==> src/rtl/brisc_hazard_unit.sv <==
// brisc_hazard_unit: RAW hazard / forwarding / flush controller sitting beside decode.
// Latency: issue/stall/flush/fwd_*_sel are combinational (0 cycles); table and counters update every CLK edge.
// Backpressure: stall holds PC + decode register, flush squashes fetch/decode, and flush overrides stall.
// Ports:
//   CLK, RST_N                 clock, synchronous active-low reset
//   id_valid/ra/rb/rd/...      decoded instruction: sources with use flags, destination, write/load flags
//   ex_jump_en                 taken jump resolved in execute (stage 1)
//   issue, stall, flush        per-cycle decode control
//   fwd_a_sel, fwd_b_sel       operand source: 0 = regfile, k = result held in stage k
//   stall_cnt, flush_cnt       saturating debug counters
module brisc_hazard_unit #(
  parameter int RA_W      = 4,
  parameter int DEPTH     = 3,
  parameter int FWD_EN    = 1,
  parameter int ZERO_REG  = 1,
  parameter int FLUSH_CYC = 2,
  parameter int CNT_W     = 16,
  localparam int SEL_W    = $clog2(DEPTH + 1)
) (
  input  logic             CLK,
  input  logic             RST_N,
  input  logic             id_valid,
  input  logic [RA_W-1:0]  id_ra,
  input  logic             id_ra_used,
  input  logic [RA_W-1:0]  id_rb,
  input  logic             id_rb_used,
  input  logic [RA_W-1:0]  id_rd,
  input  logic             id_reg_write,
  input  logic             id_is_load,
  input  logic             ex_jump_en,
  output logic             issue,
  output logic             stall,
  output logic             flush,
  output logic [SEL_W-1:0] fwd_a_sel,
  output logic [SEL_W-1:0] fwd_b_sel,
  output logic [CNT_W-1:0] stall_cnt,
  output logic [CNT_W-1:0] flush_cnt
);

  localparam int FC_W = $clog2(FLUSH_CYC + 1);

  // In-flight table, index k = stage k (1 = execute ... DEPTH = writeback).
  logic [DEPTH:1] t_vld;
  logic [DEPTH:1] t_wr;
  logic [DEPTH:1] t_ld;
  logic [RA_W-1:0] t_rd [1:DEPTH];

  logic [FC_W-1:0] flush_left;

  logic [SEL_W-1:0] hit_a;
  logic [SEL_W-1:0] hit_b;
  logic             haz_stall;
  logic             flush_i;
  logic             stall_i;
  logic             issue_i;

  // Youngest matching stage wins: scan oldest to youngest so the lowest k overwrites.
  always_comb begin
    hit_a = '0;
    hit_b = '0;
    for (int k = DEPTH; k >= 1; k--) begin
      if (id_ra_used && !(ZERO_REG != 0 && id_ra == '0) &&
          t_vld[k] && t_wr[k] && t_rd[k] == id_ra)
        hit_a = SEL_W'(k);
      if (id_rb_used && !(ZERO_REG != 0 && id_rb == '0) &&
          t_vld[k] && t_wr[k] && t_rd[k] == id_rb)
        hit_b = SEL_W'(k);
    end
  end

  always_comb begin
    haz_stall = 1'b0;
    if (FWD_EN != 0) begin
      // A load result is not available to forward from execute: only the k=1 load match stalls.
      haz_stall = (hit_a == SEL_W'(1) && t_ld[1]) || (hit_b == SEL_W'(1) && t_ld[1]);
    end else begin
      haz_stall = (hit_a != '0) || (hit_b != '0);
    end
  end

  assign flush_i = ex_jump_en || (flush_left != '0);
  assign stall_i = id_valid && haz_stall && !flush_i;
  assign issue_i = id_valid && !haz_stall && !flush_i;

  // Outputs are held inactive while reset is asserted.
  assign issue     = RST_N && issue_i;
  assign stall     = RST_N && stall_i;
  assign flush     = RST_N && flush_i;
  assign fwd_a_sel = (RST_N && FWD_EN != 0) ? hit_a : '0;
  assign fwd_b_sel = (RST_N && FWD_EN != 0) ? hit_b : '0;

  always_ff @(posedge CLK) begin
    if (!RST_N) begin
      t_vld      <= '0;
      t_wr       <= '0;
      t_ld       <= '0;
      for (int k = 1; k <= DEPTH; k++) t_rd[k] <= '0;
      flush_left <= '0;
      stall_cnt  <= '0;
      flush_cnt  <= '0;
    end else begin
      // The table advances every cycle regardless of stall; a stall inserts a bubble at stage 1.
      for (int k = DEPTH; k >= 2; k--) begin
        t_vld[k] <= t_vld[k-1];
        t_wr[k]  <= t_wr[k-1];
        t_ld[k]  <= t_ld[k-1];
        t_rd[k]  <= t_rd[k-1];
      end
      t_vld[1] <= issue;
      t_wr[1]  <= issue && id_reg_write;
      t_ld[1]  <= issue && id_is_load;
      t_rd[1]  <= id_rd;

      // A new jump restarts the window even if one is already running.
      if (ex_jump_en)
        flush_left <= FC_W'(FLUSH_CYC - 1);
      else if (flush_left != '0)
        flush_left <= flush_left - FC_W'(1);

      if (stall && stall_cnt != '1) stall_cnt <= stall_cnt + CNT_W'(1);
      if (flush && flush_cnt != '1) flush_cnt <= flush_cnt + CNT_W'(1);
    end
  end

endmodule
==> config.mk <==
export PLATFORM = sky130hd
export DESIGN_NAME = brisc_hazard_unit
export DESIGN_NICKNAME = d
export VERILOG_FILES = /design/src/rtl/brisc_hazard_unit.sv
export SDC_FILE = /design/constraint.sdc
export NUM_CORES = 1
export LEC_CHECK = 0
export CAP_MARGIN = 20
export CORE_ASPECT_RATIO = 0.75
export CORE_MARGIN = 4
export CORE_UTILIZATION = 25
export CTS_BUF_LIST = sky130_fd_sc_hd__clkbuf_4
export DETAILED_ROUTE_END_ITERATION = 7
export DONT_BUFFER_PORTS = 1
export PLACE_DENSITY = 0.43
export SKIP_CTS_REPAIR_TIMING = 1
export SYNTH_ARGS = -nofsm -noshare
export SYNTH_HDL_FRONTEND = slang
export SYNTH_SLANG_ARGS = --single-unit
==> constraint.sdc <==
create_clock -name CLK -period 2.7 [get_ports CLK]
set_input_delay 0.27 -clock CLK [delete_from_list [all_inputs] [get_ports CLK]]
set_output_delay 0.27 -clock CLK [all_outputs]
set_load 0.01 [all_outputs]
==> run metrics <==
outcome=finished, final reports clean; RSZ-0062 raised after global routing=false; initial antenna violation count=0; placed insts=419; Ports=59; largest net degree at the start of global routing=45; Final Hold Fails=0; smallest hold slack=0.0248 ns; EDFF count, synth=0; P&R area growth vs syn=11.8%; Post-synth top cells=53 x dfxtp_1, 27 x nand2_1, 21 x nor2_1, 21 x xnor2_1, 20 x and2_1; drt pass-1 iters=4; post-synth net total=313; Worst Setup Path Type=reg -> out; P_sw=between 300 and 400 uW; detailed placer's ending HPWL=4570 um; sw frac=0.235; HP Start=ex_jump_en; P_int=1.06 mW; CP Buf/Inv Count=0; Netlist cell types=46; Max Freq=433 MHz; Pleak=1.00 nW; leading area contributor after synthesis=dfxtp_1; worst setup path start=t_rd[0][11]; area of the multi-input gates=0.00146 mm^2; #FFs+latches synth=53; crit path max-delay cell type=or4_2; post-synthesis cell area=0.00257 mm^2; Crit path max-delay family=simple AND/OR/NAND/NOR gates; clock sinks=53; vias per cell=4.64; routability cong.=0.777; Worst setup SP type=flop; remaining antenna violation count=0; Clock Skews=approximately 0.015 ns; actual slew at the worst max-slew pin=roughly 0.8 ns; first-pass GRT wire length=roughly 10,000 um; Slew HR=0.460; worst hold path class=in -> reg; Fillers=1,092; worst-path cell chain=xor2_1, or4_2, o31ai_1, and3_2; Seq pwr share=0.599; worst-case clock buffer depth=2; Port Buf Inserts=0; Ant. Diodes=0; dpl cell area=0.00274 mm^2; FP Rows=31; GR Layer Usage met3=0.0444; r2r startpoint=stall_cnt[1]; layout cell share with drive strength beyond 1=0.0797; Synth Flop Type=dfxtp_1; vias in the first global route=1,930; Die Wd=between 100 and 150 um; DR vias=2,010; total wire length=6400 um; Root Driver=clkbuf_4; Reg clk slew, reported paths=roughly 0.14 ns; CP peak stage delay=0.69 ns; met1 usage=0.143; worst vdd ir=261 uV; Finished Layout Cells=between 400 and 500; GR Layer Usage met2=0.159; Max Slew Vio Count=0; area share of the largest cell type after synthesis=0.413; Crit Path Max Fanout=3; CTS buffer count=5; critical path data required time=2.43 ns; critical path endpoint category=output port; Syn Inst Count=290; fin crit share=0.856; grt ovf=0; syn_area_per_cell=8.86 um^2; Async SR Flop Fraction=0; YS warnings=0; combinational share of power=0.073; Core Area=roughly 0.01 mm^2; final setup vio count=0; insertion delay to the later sink of the worst-skew pair=0.37 ns; die area=0.0120 mm^2; Max-Cap Viols=0; initial DRC count=97; number of remaining DRC errors=0; sequential share of the synthesized area=0.413; Worst EP arrival=2.04 ns; design area=0.00287 mm^2; final setup TNS=0 ns; most common cell in the netlist=dfxtp_1; Top Usage Layer GRT=met2; GRT Resource Usage Total=0.107; Nets=323; synth top area cells=dfxtp_1 41%, xnor2_1 7.2%, and2_1 4.9%; register area=0.00106 mm^2; die span in y=95.8 um; Initial Utilization=0.261; CTS tree=yes; average wire per standard cell=14.8 um; H-tree depth=2; P per Cell Area=roughly 480 mW/mm^2; Clk pwr share=0.329; minimum clock period=2.31 ns
## routing by layer
metal  share of wire  routed length (um)
met5               0                   0
met4           0.011                  68
met3           0.072                 464
met2            0.42                2690
met1            0.50                3180
## worst reg2reg max path, cell delays in order, from the launching register on
cell      delay (ns)
dfxtp_1         0.55
ha_1            0.31
nand3_1         0.15
nor4_1          0.49
a211oi_2        0.18
a41oi_1         0.27
o21a_1          0.14
## cell usage in the layout (no fill, tap or decap), types with 9 or more instances in the layout
cell type,Yosys,routed
nor2_1,21,21
dfxtp_1,53,53
xor2_1,13,13
nand3_1,15,15
nor3_1,9,9
and2_1,20,20
nand4_1,9,9
xnor2_1,21,21
a21oi_1,10,10
nand2_1,27,27
o21ai_0,10,10
## worst paths after layout
path                                       to  slack [ns]  depth (start not counted)
worst max register to register   stall_cnt[3]        0.55                          6
worst max-delay path             fwd_a_sel[1]        0.39                          4
worst min register to register        t_wr[2]        0.47                          1
worst min-delay path            flush_left[0]        0.02                          2
## layout make-up
| class | count | area share |
|---|---|---|
| well taps | 132 | 0.0575 |
| clock buffers | 6 | 0.0157 |
| inverters | 8 | 0.0104 |
| clock inverters | 2 | 0.0118 |
| multi-input cells | 223 | 0.507 |
| repair buffers | 9 | 0.0287 |
| flip-flops and latches | 53 | 0.369 |
## cells by family (layout without fill, tap and decap cells)
group / count (synthesis) / count (layout) / synth area share
compound gates: 43 / 43 / 0.119
xor+xnor: 34 / 34 / 0.116
fa+ha+maj: 3 / 3 / 0.0146
buf+inv: 14 / 25 / 0.0204
flops: 53 / 53 / 0.413
mux: 7 / 7 / 0.0273
simple gates: 136 / 136 / 0.290
## metrics by stage
step / worst slack (ns) / power [mW] / utilization
after detailed placement: 0.576 / 0.934 / 0.278
after floorplan: 0.785 / 0.919 / -
after CTS: 0.337 / 1.40 / 0.286
final: 0.389 / 1.38 / 0.292
after global placement: 0.598 / 0.934 / 0.278
after global routing: 0.227 / 1.47 / 0.292
## registers in the layout, summed over array words and instances (netlist names)
name / flops
t_rd: 12
t_wr: 3
t_ld: 1
t_vld: 3
flush_cnt: 16
flush_left: 2
stall_cnt: 16
## power groups by stage
stage               Combinational [mW]  Clock [mW]  Sequential, mW
finish                           0.100       0.455           0.828
CTS                             0.0905       0.486           0.828
global route                     0.116       0.517           0.832
detailed placement              0.0897           0           0.845
global placement                0.0889           0           0.845
floorplan                       0.0804           0           0.839
Power figures use the tool's default switching activity.
